--- src/rtl/pixel_pkg.sv ---
// pixel_pkg: shared definitions for the pixel memory arbiter and the raster
// scan counter.
//   - default widths and frame geometry (640x240 screen, 2 pixels per address)
//   - arbiter FSM state encoding
//   - address field helpers: address = {row j, pair index i}
package pixel_pkg;

  localparam int PIX_N      = 32;
  localparam int PIX_HALF   = PIX_N / 2;
  localparam int PIX_I_MAX  = 320;
  localparam int PIX_J_MAX  = 240;
  localparam int PIX_STARVE = 8;

  typedef enum logic [1:0] {
    S_IDLE   = 2'd0,
    S_DISP   = 2'd1,
    S_CPU_WR = 2'd2,
    S_CPU_RD = 2'd3
  } pix_state_e;

  // Row j lives in the upper half of the address.
  function automatic logic [PIX_HALF-1:0] pix_row(input logic [PIX_N-1:0] addr);
    return addr[PIX_N-1:PIX_HALF];
  endfunction

  // Pixel-pair index i lives in the lower half of the address.
  function automatic logic [PIX_HALF-1:0] pix_pair(input logic [PIX_N-1:0] addr);
    return addr[PIX_HALF-1:0];
  endfunction

  // True when both coordinates fall inside the visible frame.
  function automatic logic pix_in_range(input logic [PIX_N-1:0]    addr,
                                        input logic [PIX_HALF-1:0] i_max,
                                        input logic [PIX_HALF-1:0] j_max);
    return (pix_pair(addr) < i_max) && (pix_row(addr) < j_max);
  endfunction

endpackage

--- src/rtl/pixel_mem_arbiter_if.sv ---
// pixel_mem_arbiter_if: CPU load/store handshake into the pixel region.
//   cpu_req/cpu_we/cpu_addr/cpu_wdata : driven by the CPU (master), held
//                                       stable until cpu_ack
//   cpu_ack/cpu_err/cpu_rdata         : returned by the arbiter (slave)
interface pixel_mem_arbiter_if #(
  parameter int N = 32
);
  logic         cpu_req;
  logic         cpu_we;
  logic [N-1:0] cpu_addr;
  logic [N-1:0] cpu_wdata;
  logic         cpu_ack;
  logic         cpu_err;
  logic [N-1:0] cpu_rdata;

  modport master (
    output cpu_req, cpu_we, cpu_addr, cpu_wdata,
    input  cpu_ack, cpu_err, cpu_rdata
  );

  modport slave (
    input  cpu_req, cpu_we, cpu_addr, cpu_wdata,
    output cpu_ack, cpu_err, cpu_rdata
  );
endinterface

--- src/rtl/pixel_scan_counter.sv ---
// pixel_scan_counter: x/y raster position counter.
//   clk, rst : clock, synchronous active-high reset to (0,0)
//   advance  : step to the next position (x first, then y)
//   restart  : return to (0,0); wins over advance
//   x, y     : current position; x wraps at X_MAX-1, y wraps at Y_MAX-1
module pixel_scan_counter #(
  parameter int X_MAX = 320,
  parameter int Y_MAX = 240,
  parameter int W     = 16
) (
  input  logic         clk,
  input  logic         rst,
  input  logic         advance,
  input  logic         restart,
  output logic [W-1:0] x,
  output logic [W-1:0] y
);

  localparam logic [W-1:0] X_LAST = W'(X_MAX - 1);
  localparam logic [W-1:0] Y_LAST = W'(Y_MAX - 1);

  logic [W-1:0] x_q, x_d;
  logic [W-1:0] y_q, y_d;

  // Next raster position; restart takes effect regardless of advance.
  always_comb begin
    x_d = x_q;
    y_d = y_q;
    if (restart) begin
      x_d = {W{1'b0}};
      y_d = {W{1'b0}};
    end else if (advance) begin
      if (x_q == X_LAST) begin
        x_d = {W{1'b0}};
        if (y_q == Y_LAST) begin
          y_d = {W{1'b0}};
        end else begin
          y_d = y_q + 1'b1;
        end
      end else begin
        x_d = x_q + 1'b1;
        y_d = y_q;
      end
    end else begin
      x_d = x_q;
      y_d = y_q;
    end
  end

  // Position registers.
  always_ff @(posedge clk) begin
    if (rst) begin
      x_q <= {W{1'b0}};
      y_q <= {W{1'b0}};
    end else begin
      x_q <= x_d;
      y_q <= y_d;
    end
  end

  assign x = x_q;
  assign y = y_q;

endmodule

--- src/rtl/pixel_mem_arbiter.sv ---
// pixel_mem_arbiter: shares the single-port 2-bit pixel memory between the
// CPU load/store path and the display scan-out path.
//   clk, rst            : clock, synchronous active-high reset
//   cpu (slave modport) : CPU request/ack handshake, see pixel_mem_arbiter_if
//   disp_req            : display wants the next pixel pair (level)
//   disp_frame_start    : restart the scan at (0,0)
//   disp_valid/data/x/y : returned pixel pair and the coordinates it came from
//   mem_enable          : memory write enable (memory writes on negedge)
//   mem_address         : memory address {row, pair}
//   mem_data_in         : memory write data
//   mem_data_out        : memory read data, registered by the memory
// Display has priority; a CPU request that has lost STARVE-1 consecutive
// cycles is forced through on the next one.
module pixel_mem_arbiter
  import pixel_pkg::*;
#(
  parameter int N      = PIX_N,
  parameter int I_MAX  = PIX_I_MAX,
  parameter int J_MAX  = PIX_J_MAX,
  parameter int STARVE = PIX_STARVE
) (
  input  logic                clk,
  input  logic                rst,
  pixel_mem_arbiter_if.slave  cpu,
  input  logic                disp_req,
  input  logic                disp_frame_start,
  output logic                disp_valid,
  output logic [1:0]          disp_data,
  output logic [N/2-1:0]      disp_x,
  output logic [N/2-1:0]      disp_y,
  output logic                mem_enable,
  output logic [N-1:0]        mem_address,
  output logic [N-1:0]        mem_data_in,
  input  logic [N-1:0]        mem_data_out
);

  localparam int H  = N / 2;
  localparam int SW = (STARVE > 1) ? $clog2(STARVE) : 1;
  localparam logic [SW-1:0] STARVE_LAST = SW'(STARVE - 1);

  pix_state_e  state_q, state_d;

  // A CPU access whose ack is due next cycle: an in-range read, or any
  // out-of-range access. While set, the CPU is not granted again.
  logic        pend_q, pend_d;
  logic        pend_err_q, pend_err_d;
  logic        pend_rd_q, pend_rd_d;

  logic [SW-1:0] starve_q, starve_d;

  logic        cpu_ack_q, cpu_ack_d;
  logic        cpu_err_q, cpu_err_d;
  // High during the ack cycle of an in-range read: rdata comes straight
  // from the memory output register that cycle, and is latched after it.
  logic        rd_live_q, rd_live_d;
  logic [1:0]  rdata_q, rdata_d;

  logic        disp_valid_q, disp_valid_d;
  logic [H-1:0] disp_x_q, disp_x_d;
  logic [H-1:0] disp_y_q, disp_y_d;

  logic        mem_enable_q, mem_enable_d;
  logic [N-1:0] mem_address_q, mem_address_d;
  logic [N-1:0] mem_data_in_q, mem_data_in_d;

  logic [H-1:0] scan_x_s, scan_y_s;
  logic         scan_advance_s;
  logic         cpu_ok_s;
  logic         cpu_in_range_s;
  logic         unused_bits_s;

  assign cpu_ok_s       = cpu.cpu_req && !pend_q;
  assign cpu_in_range_s = pix_in_range(cpu.cpu_addr, PIX_HALF'(I_MAX), PIX_HALF'(J_MAX));
  assign unused_bits_s  = ^{mem_data_out[N-1:2], cpu.cpu_wdata[N-1:2]};

  pixel_scan_counter #(
    .X_MAX (I_MAX),
    .Y_MAX (J_MAX),
    .W     (H)
  ) u_scan (
    .clk     (clk),
    .rst     (rst),
    .advance (scan_advance_s),
    .restart (disp_frame_start),
    .x       (scan_x_s),
    .y       (scan_y_s)
  );

  // Arbitration, grant outputs and the ack/display return pipeline.
  always_comb begin
    state_d        = S_IDLE;
    pend_d         = 1'b0;
    pend_err_d     = 1'b0;
    pend_rd_d      = 1'b0;
    starve_d       = {SW{1'b0}};
    cpu_ack_d      = pend_q;
    cpu_err_d      = pend_q && pend_err_q;
    rd_live_d      = pend_q && pend_rd_q && !pend_err_q;
    mem_enable_d   = 1'b0;
    mem_address_d  = {N{1'b0}};
    mem_data_in_d  = {N{1'b0}};
    scan_advance_s = 1'b0;

    // Return stage: whatever was read last cycle is now on mem_data_out.
    disp_valid_d = (state_q == S_DISP);
    if (disp_valid_d) begin
      disp_x_d = mem_address_q[H-1:0];
      disp_y_d = mem_address_q[N-1:H];
    end else begin
      disp_x_d = {H{1'b0}};
      disp_y_d = {H{1'b0}};
    end

    if (rd_live_q) begin
      rdata_d = mem_data_out[1:0];
    end else if (pend_q && pend_rd_q && pend_err_q) begin
      rdata_d = 2'b00;
    end else begin
      rdata_d = rdata_q;
    end

    if (cpu_ok_s && !cpu_in_range_s) begin
      // Rejected access needs no memory slot, so the display still runs.
      pend_d     = 1'b1;
      pend_err_d = 1'b1;
      pend_rd_d  = !cpu.cpu_we;
      if (disp_req) begin
        state_d = S_DISP;
      end else begin
        state_d = S_IDLE;
      end
    end else if (cpu_ok_s && (!disp_req || (starve_q == STARVE_LAST))) begin
      mem_address_d = cpu.cpu_addr;
      if (cpu.cpu_we) begin
        state_d       = S_CPU_WR;
        mem_enable_d  = 1'b1;
        mem_data_in_d = {{(N-2){1'b0}}, cpu.cpu_wdata[1:0]};
        cpu_ack_d     = 1'b1;
      end else begin
        state_d   = S_CPU_RD;
        pend_d    = 1'b1;
        pend_rd_d = 1'b1;
      end
    end else if (disp_req) begin
      state_d = S_DISP;
      // Count only cycles where a grantable CPU request lost to the display.
      if (cpu_ok_s) begin
        starve_d = starve_q + 1'b1;
      end else begin
        starve_d = {SW{1'b0}};
      end
    end else begin
      state_d = S_IDLE;
    end

    // Display grant issues the current scan position and steps the counter.
    if (state_d == S_DISP) begin
      mem_address_d  = {scan_y_s, scan_x_s};
      scan_advance_s = 1'b1;
    end else begin
      scan_advance_s = 1'b0;
    end
  end

  // State and output registers; reset drops any in-flight ack, valid or write.
  always_ff @(posedge clk) begin
    if (rst) begin
      state_q       <= S_IDLE;
      pend_q        <= 1'b0;
      pend_err_q    <= 1'b0;
      pend_rd_q     <= 1'b0;
      starve_q      <= {SW{1'b0}};
      cpu_ack_q     <= 1'b0;
      cpu_err_q     <= 1'b0;
      rd_live_q     <= 1'b0;
      rdata_q       <= 2'b00;
      disp_valid_q  <= 1'b0;
      disp_x_q      <= {H{1'b0}};
      disp_y_q      <= {H{1'b0}};
      mem_enable_q  <= 1'b0;
      mem_address_q <= {N{1'b0}};
      mem_data_in_q <= {N{1'b0}};
    end else begin
      state_q       <= state_d;
      pend_q        <= pend_d;
      pend_err_q    <= pend_err_d;
      pend_rd_q     <= pend_rd_d;
      starve_q      <= starve_d;
      cpu_ack_q     <= cpu_ack_d;
      cpu_err_q     <= cpu_err_d;
      rd_live_q     <= rd_live_d;
      rdata_q       <= rdata_d;
      disp_valid_q  <= disp_valid_d;
      disp_x_q      <= disp_x_d;
      disp_y_q      <= disp_y_d;
      mem_enable_q  <= mem_enable_d;
      mem_address_q <= mem_address_d;
      mem_data_in_q <= mem_data_in_d;
    end
  end

  assign cpu.cpu_ack   = cpu_ack_q;
  assign cpu.cpu_err   = cpu_err_q;
  assign cpu.cpu_rdata = rd_live_q ? {{(N-2){1'b0}}, mem_data_out[1:0]}
                                   : {{(N-2){1'b0}}, rdata_q};
  assign disp_valid    = disp_valid_q;
  assign disp_data     = disp_valid_q ? mem_data_out[1:0] : 2'b00;
  assign disp_x        = disp_x_q;
  assign disp_y        = disp_y_q;
  assign mem_enable    = mem_enable_q;
  assign mem_address   = mem_address_q;
  assign mem_data_in   = mem_data_in_q;

endmodule

--- src/flat_wrapper.sv ---
// flat-port wrapper written by rule: the top's interface ports become plain ports
module pixel_mem_arbiter_flat import pixel_pkg::*;
#(
  parameter int N      = PIX_N,
  parameter int I_MAX  = PIX_I_MAX,
  parameter int J_MAX  = PIX_J_MAX,
  parameter int STARVE = PIX_STARVE
)
  (clk, rst, disp_req, disp_frame_start, disp_valid, disp_data, disp_x, disp_y, mem_enable, mem_address, mem_data_in, mem_data_out, cpu_cpu_req, cpu_cpu_we, cpu_cpu_addr, cpu_cpu_wdata, cpu_cpu_ack, cpu_cpu_err, cpu_cpu_rdata);
  pixel_mem_arbiter_if #(.N(N)) cpu_i ();
  input  logic clk;
  input  logic rst;
  input  logic disp_req;
  input  logic disp_frame_start;
  output logic disp_valid;
  output logic [1:0] disp_data;
  output logic [N/2-1:0] disp_x;
  output logic [N/2-1:0] disp_y;
  output logic mem_enable;
  output logic [N-1:0] mem_address;
  output logic [N-1:0] mem_data_in;
  input  logic [N-1:0] mem_data_out;
  input wire logic [$bits(cpu_i.cpu_req)-1:0] cpu_cpu_req;
  input wire logic [$bits(cpu_i.cpu_we)-1:0] cpu_cpu_we;
  input wire logic [$bits(cpu_i.cpu_addr)-1:0] cpu_cpu_addr;
  input wire logic [$bits(cpu_i.cpu_wdata)-1:0] cpu_cpu_wdata;
  output wire logic [$bits(cpu_i.cpu_ack)-1:0] cpu_cpu_ack;
  output wire logic [$bits(cpu_i.cpu_err)-1:0] cpu_cpu_err;
  output wire logic [$bits(cpu_i.cpu_rdata)-1:0] cpu_cpu_rdata;
  assign cpu_i.cpu_req = cpu_cpu_req;
  assign cpu_i.cpu_we = cpu_cpu_we;
  assign cpu_i.cpu_addr = cpu_cpu_addr;
  assign cpu_i.cpu_wdata = cpu_cpu_wdata;
  assign cpu_cpu_ack = cpu_i.cpu_ack;
  assign cpu_cpu_err = cpu_i.cpu_err;
  assign cpu_cpu_rdata = cpu_i.cpu_rdata;
  pixel_mem_arbiter #(.N(N), .I_MAX(I_MAX), .J_MAX(J_MAX), .STARVE(STARVE)) u_core (.clk(clk), .rst(rst), .cpu(cpu_i), .disp_req(disp_req), .disp_frame_start(disp_frame_start), .disp_valid(disp_valid), .disp_data(disp_data), .disp_x(disp_x), .disp_y(disp_y), .mem_enable(mem_enable), .mem_address(mem_address), .mem_data_in(mem_data_in), .mem_data_out(mem_data_out));
endmodule
--- config.mk ---
export PLATFORM = sky130hd
export DESIGN_NAME = pixel_mem_arbiter_flat
export DESIGN_NICKNAME = d
export VERILOG_FILES = /design/src/rtl/pixel_pkg.sv /design/src/rtl/pixel_mem_arbiter_if.sv /design/src/rtl/pixel_scan_counter.sv /design/src/rtl/pixel_mem_arbiter.sv /design/src/flat_wrapper.sv
export SDC_FILE = /design/constraint.sdc
export NUM_CORES = 1
export LEC_CHECK = 0
export CAP_MARGIN = 0
export CELL_PAD_IN_SITES_DETAIL_PLACEMENT = 0
export CELL_PAD_IN_SITES_GLOBAL_PLACEMENT = 1
export CORE_MARGIN = 1.5
export CORE_UTILIZATION = 29
export CTS_BUF_LIST = sky130_fd_sc_hd__clkbuf_2 sky130_fd_sc_hd__clkbuf_4 sky130_fd_sc_hd__clkbuf_8
export CTS_CLUSTER_DIAMETER = 200
export DETAILED_ROUTE_END_ITERATION = 7
export PLACE_DENSITY_LB_ADDON = 0.1
export REMOVE_ABC_BUFFERS = 1
export SKIP_CTS_REPAIR_TIMING = 1
export SYNTH_ARGS = -nofsm -noshare
export SYNTH_HDL_FRONTEND = slang
export SYNTH_SLANG_ARGS = --single-unit
--- constraint.sdc ---
create_clock -name clk -period 2.5 [get_ports clk]
set_input_delay 0.5 -clock clk [delete_from_list [all_inputs] [get_ports clk]]
set_output_delay 0.5 -clock clk [all_outputs]
set_load 0.02 [all_outputs]
==> run_results.csv, run 1 <==
group,metric,value,unit
run_status,status,"complete, no violations",
floorplanning,io-pin-count,236,
synthesis,synth_seq_cells,113,
floorplanning,die_w,128,um
timing,final.min_clock_period,2350,ps
routing,pre_repair_dr_iteration_count,4,
floorplanning,core_region_area,0.0152,mm2
synthesis,synth-edff-count,0,
routing,routed-via-count,3674,
final_layout,drive_above_1_share,0.136,
synthesis,synth-warning-count,0,
routing,detail_route.iter0.violations,137,
timing,maximum_clock_skew_at_final_layout,8.61,ps
clock_tree,cts_inserted_buffers,17,
clock_tree,clock_sink_count,113,
synthesis,syn-cell-area,0.00452,mm2
worst_setup_path,crit_required,2870,ps
place,placedCellCount,796,
routing,ant_nets,0,
timing,rsz0062_at_grt,"false",
final_layout,layout.nets,733,
timing,post-route-period-util,0.941,
global_route,grt_pass1_vias,3415,
global_route,grt_first_pass_wirelength,17400,um
worst_setup_path,sort_of_element_at_the_start_of_the_critical_path,"flip-flop",
place,post_detail_place_hpwl,8120,um
worst_setup_path,ff2ff_path_depth,6,
clock_tree,insertion_delay,440,ps
final_layout,finalNonFillerCells,828,
routing,wire_per_inst,13.4,um
synthesis,synth.largest_area_cell,"dfxtp_1",
clock_tree,ctsRootBufferMaster,"clkbuf_8",
worst_setup_path,regToRegSetupSlack,150,ps
floorplanning,die-area,0.0163,mm2
worst_hold_path,min_path_type,"flip-flop to flip-flop",
final_layout,final_core_util,0.416,
routing,drc,0,
worst_setup_path,critPathMaxFanout,14,
worst_setup_path,critical_path_buf_inv_count,1,
worst_setup_path,regToRegEndpoint,"u_core.u_scan.y[8]",
power_and_ir_drop,power.density,582,mW/mm2
clock_tree,clk_transition_reported_paths,60,ps
job,max_cap_violations,0,
routing,post_drt_via_cell_ratio,4.44,
floorplanning,die_y,128,um
clock_tree,htree_levels,4,
final_layout,insertedDiodeCount,0,
global_route,globalRouteTotalUtil,0.140,
worst_setup_path,arrival,2720,ps
global_route,grt.overflow.total,0,
floorplanning,core.rowCount,45,
worst_setup_path,reg2reg_from,"u_core.u_scan.x[13]",
clock_tree,cts_tree,"yes",
timing,timing.final.hold_violations,0,
worst_setup_path,maximum_single_stage_delay_on_the_critical_path,560,ps
global_route,largest_net_degree_at_the_start_of_global_routing,24,
worst_setup_path,timing.critical_path.to_type,"flip-flop",
synthesis,netlist_top_cells_area,"dfxtp_1, buf_4, and2_1",
routing,total_wire_length_after_detailed_routing,11100,um
floorplanning,floorplan.initialDensity,0.297,
worst_setup_path,critical_path_class,"flip-flop to flip-flop",
place,gp_routability_congestion,0.776,
worst_setup_path,timing.critical_path.max_delay_family,"simple AND/OR/NAND/NOR gates",
timing,timing_max_transition_violations_final,0,
synthesis,async_flop_share,0,
place,numPortBuffers,115,
synthesis,synth.yosys.seq_area_share,0.501,
synthesis,ys.flop_type,"dfxtp_1",
synthesis,synthCells,470,
timing,setup-violations-final,0,
worst_setup_path,crit_path_top_delay_cell,"or4_4",
power_and_ir_drop,power.leakage,2.44,nW
place,dpl-instance-area,0.00595,mm2
final_layout,fin_area,0.00632,mm2
synthesis,synth.lib_cells_used.distinct,43,
timing,achievable-frequency,425,MHz
global_route,grt_antenna_before_repair,0,
synthesis,syn_avg_cell_area,9.62,um2
synthesis,synth.top_cell.area_share,0.501,
clock_tree,cts.path.max_buffers,2,
worst_hold_path,worst_hold_launch,"u_core.starve_q[0]",
worst_hold_path,worst_hold_path.num_cells,1,
power_and_ir_drop,vdd_ir_drop_max,0.000273,V
worst_hold_path,whs_endpoint,"u_core.starve_q[0]",
final_layout,area_growth,39.9,%
worst_setup_path,path_cells,"or4_4, nor4_4, o211ai_1, buf_4, or4_1, a21oi_1",
area by class of cell:
cell class / count / area [um2]
clock inverters: 6 / 55.1
repair buffers: 158 / 1490
multi-input cells: 331 / 1940
inverters: 6 / 22.5
well taps: 188 / 235
fillers: 1485 / 8880
clock buffers: 26 / 320
flip-flops and latches: 113 / 2260
registers in the layout, indices dropped and copies added (netlist names), 2 cells and up:
register	cells
u_core.u_scan.x	16
u_core.mem_data_in	2
u_core.starve_q	3
u_core.disp_x	16
u_core.mem_address	32
u_core.rdata_q	2
u_core.state_q	2
u_core.u_scan.y	16
u_core.disp_y	16
Yosys cell counts (9+ instances only):
cell type	number
a21oi_1	24
clkbuf_1	13
nand4_1	12
a22o_1	16
and2_1	54
nand3_1	9
dfxtp_1	113
nand2_1	21
xor2_1	13
buf_4	60
or3_1	11
o21ai_0	20
nor2_1	24
worst register-to-register path: stages, from the launching register on:
cell and delay, ps:
dfxtp_1 320, or4_4 560, nor4_4 390, o211ai_1 140
buf_4 200, or4_1 530, a21oi_1 150
per-stage QoR:
| stage | setup WS, ps | TNS, ps | hold WS [ps] | total power [mW] |
|---|---|---|---|---|
| final | 148 | 0 | 421 | 3.68 |
| after floorplan | -550 | -22370 | 398 | 1.96 |
| after global placement | -302 | -7010 | 407 | 2.08 |
| after detailed placement | -293 | -8140 | 415 | 2.09 |
| after global routing | 55.4 | 0 | 454 | 3.84 |
| after CTS | 141 | 0 | 426 | 3.73 |
layout by cell type (no fill, tap or decap), drive strengths merged, types with 9 or more instances in the layout:
master / instances
conb: 60
a21oi: 24
o21ai: 21
a22o: 16
clkdlybuf4s50: 115
nand4: 12
nand2: 21
nor2: 24
nand3: 9
dfxtp: 113
clkbuf: 26
and2: 54
xor2: 13
or3: 11
buf: 43
per-layer routing:
layer  vias up  GRT usage  share of wire
li1       1831          -              -
met2       141      0.213           0.44
met5         -          0              0
met4         0     0.0615          0.015
met1      1689      0.180           0.47
met3        13     0.0480          0.071
where the power goes:
| part | switching [mW] | internal (mW) | total, mW |
|---|---|---|---|
| logic | 0.145 | 0.0888 | 0.234 |
| registers | 0.00454 | 1.81 | 1.81 |
| clock network | 0.715 | 0.922 | 1.64 |
| total | 0.865 | 2.82 | 3.68 |
kinds of logic (layout without fill, tap and decap cells):
| group | after synthesis | after routing | synth area share |
|---|---|---|---|
| other cells | 1 | 60 | 0.000830 |
| simple gates | 175 | 175 | 0.227 |
| flops | 113 | 113 | 0.501 |
| buf+inv | 85 | 196 | 0.122 |
| fa+ha+maj | 4 | 4 | 0.0111 |
| xor+xnor | 13 | 13 | 0.0252 |
| compound gates | 79 | 79 | 0.114 |
worst max-delay path by stage:
stage | from | endpoint | slack [ps] | cells past startpoint
5_1_grt | u_core.u_scan.x[0] | u_core.u_scan.y[8] | 60 | 7
3_5_place_dp | cpu_cpu_addr[28] | u_core.mem_address[1] | -290 | 8
3_3_place_gp | cpu_cpu_addr[28] | u_core.mem_address[20] | -300 | 8
4_1_cts | u_core.u_scan.x[13] | u_core.u_scan.y[8] | 140 | 6
6_report | u_core.u_scan.x[13] | u_core.u_scan.y[8] | 150 | 6
2_1_floorplan | cpu_cpu_addr[28] | u_core.mem_address[0] | -550 | 5
Note: power is estimated with default switching activity, not from simulation.
==> run 2, diff against run 1 <==
--- a/config.mk
+++ b/config.mk
@@ -5,7 +5,7 @@
 export SDC_FILE = /design/constraint.sdc
 export NUM_CORES = 1
 export LEC_CHECK = 0
-export CAP_MARGIN = 0
+export CAP_MARGIN = 10
 export CELL_PAD_IN_SITES_DETAIL_PLACEMENT = 0
 export CELL_PAD_IN_SITES_GLOBAL_PLACEMENT = 1
 export CORE_MARGIN = 1.5
@@ -14,6 +14,7 @@
 export CTS_CLUSTER_DIAMETER = 200
 export DETAILED_ROUTE_END_ITERATION = 7
 export PLACE_DENSITY_LB_ADDON = 0.1
+export RECOVER_POWER = 50
 export REMOVE_ABC_BUFFERS = 1
 export SKIP_CTS_REPAIR_TIMING = 1
 export SYNTH_ARGS = -nofsm -noshare
==> constraint.sdc (replaced) <==
create_clock -name clk -period 2.4 [get_ports clk]
set_input_delay 0.48 -clock clk [delete_from_list [all_inputs] [get_ports clk]]
set_output_delay 0.48 -clock clk [all_outputs]
set_load 0.02 [all_outputs]
==> run_results.csv, run 2 (synthesis results as in run 1) <==
group,metric,value,unit
floorplanning,die-area,0.0163,mm2
clock_tree,clock_sink_count,113,
global_route,grt.overflow.total,0,
worst_setup_path,ff2ff_path_depth,9,
global_route,grt_pass1_vias,3400,
clock_tree,htree_levels,4,
final_layout,leading_cell_type_in_the_layout_fill_and_taps_excluded,"dfxtp_1",
run_status,status,"complete, no violations",
power_and_ir_drop,design_power_total,3.92,mW
routing,total_wire_length_after_detailed_routing,11300,um
worst_setup_path,crit_required,2770,ps
timing,rsz0062_at_grt,"true",
worst_setup_path,arrival,2710,ps
worst_setup_path,critical_path_class,"flip-flop to flip-flop",
clock_tree,cts.path.max_buffers,2,
place,numPortBuffers,115,
final_layout,number_of_flip_flops_under_the_largest_register_name,32,
final_layout,insertedDiodeCount,0,
clock_tree,cts_tree,"yes",
place,place_ws,-241,ps
worst_setup_path,sort_of_element_at_the_start_of_the_critical_path,"flip-flop",
power_and_ir_drop,power.density,608,mW/mm2
worst_setup_path,critPathMaxFanout,7,
worst_hold_path,min_path_type,"flip-flop to flip-flop",
floorplanning,io-pin-count,236,
worst_setup_path,regToRegSetupSlack,60,ps
floorplanning,die_y,128,um
routing,ant_nets,0,
power_and_ir_drop,power.leakage,2.65,nW
worst_setup_path,worst_setup_path_startpoint,"u_core.u_scan.x[1]",
routing,post_drt_via_cell_ratio,4.43,
timing,setup-violations-final,0,
timing,timing_max_transition_violations_final,0,
routing,drc,0,
floorplanning,die_w,128,um
routing,pre_repair_dr_iteration_count,4,
job,max_cap_violations,0,
global_route,globalRouteTotalUtil,0.140,
final_layout,layout.nets,737,
timing,timing.final.hold_violations,0,
floorplanning,floorplan.initialDensity,0.297,
routing,detail_route.iter0.violations,202,
timing,postLayoutSetupSlackWorst,57.6,ps
timing,post-route-period-util,0.976,
floorplanning,core.rowCount,45,
clock_tree,insertion_delay,440,ps
final_layout,drive_above_1_share,0.150,
place,post_detail_place_hpwl,8100,um
worst_setup_path,regToRegEndpoint,"u_core.u_scan.y[6]",
power_and_ir_drop,vdd_ir_drop_max,0.000286,V
global_route,largest_net_degree_at_the_start_of_global_routing,24,
final_layout,area_growth,42.5,%
clock_tree,ctsRootBufferMaster,"clkbuf_8",
clock_tree,clk_transition_reported_paths,70,ps
worst_setup_path,timing.critical_path.to_type,"flip-flop",
timing,slew-limit-headroom,0.494,
timing,final.min_clock_period,2340,ps
place,gp_routability_congestion,0.778,
timing,maximum_clock_skew_at_final_layout,11.3,ps
routing,routed-via-count,3676,
global_route,grt_antenna_before_repair,0,
worst_hold_path,worst_hold_launch,"u_core.starve_q[0]",
timing,tightestPinTransition,759,ps
worst_setup_path,reg2reg_from,"u_core.u_scan.x[1]",
worst_hold_path,worst_hold_path.num_cells,1,
final_layout,layout.cells.most_common_list,"dfxtp_1, conb_1, clkdlybuf4s50_1",
routing,wire_per_inst,13.7,um
timing,achievable-frequency,427,MHz
global_route,grt_first_pass_wirelength,17400,um
floorplanning,core_region_area,0.0152,mm2
final_layout,final_core_util,0.424,
clock_tree,cts_inserted_buffers,17,
worst_hold_path,whs_endpoint,"u_core.starve_q[0]",
## run 2: cell count changes in the layout (fill, tap and decap cells not counted), sizes merged
cell           change
buf                +1
bufinv             +1
clkbuf             +1
clkdlybuf4s50     -55
clkinv             -1
dlygate4sd3       +55
## run 2: final cells by class
class	instances	area (um2)
Clock buffer	24	312
Clock inverter	6	80.1
Fill cell	1506	8760
Inverter	6	22.5
Multi-Input combinational cell	331	1980
Sequential cell	113	2260
Tap cell	188	235
Timing Repair Buffer	162	1540
## run 2: metal layers
metal / GRT usage / vias up / routed length [um]
li1: - / 1833 / -
met1: 0.178 / 1685 / 5500
met2: 0.216 / 145 / 4980
met3: 0.0438 / 13 / 671
met4: 0.0687 / 0 / 184
met5: 0 / - / 0
## run 2: worst max path at each step
stage	endpoint	slack (ps)	depth (start not counted)
global placement	u_core.mem_address[20]	-250	8
finish	u_core.u_scan.y[6]	60	9
global route	u_core.u_scan.y[15]	-30	9
CTS	u_core.u_scan.y[12]	50	6
floorplan	u_core.mem_address[0]	-630	5
detailed placement	u_core.mem_address[1]	-240	8
## run 2: metrics by stage
step / setup TNS [ps] / instances / cell area (um2) / hold WS (ps)
detailed placement: -10670 / 795 / 5960 / 420
finish: 0 / 830 / 6440 / 424
floorplan: -27870 / 450 / 4210 / 398
global placement: -10390 / 795 / 5960 / 407
global route: -135 / 830 / 6440 / 445
CTS: 0 / 825 / 6360 / 430
## run 2: report_power, final
part,internal [mW],switching (mW),total [mW]
clock network,1.05,0.737,1.79
logic,0.0918,0.153,0.245
registers,1.88,0.00504,1.89
## run 2: critical path: stages, from the launching register on
cell      delay [ps]
dfxtp_2          350
ha_4             140
or4bb_4          460
nor4_4           330
o211ai_1         140
buf_4            190
buf_6            130
buf_6            110
or3_1            310
a21oi_2          110
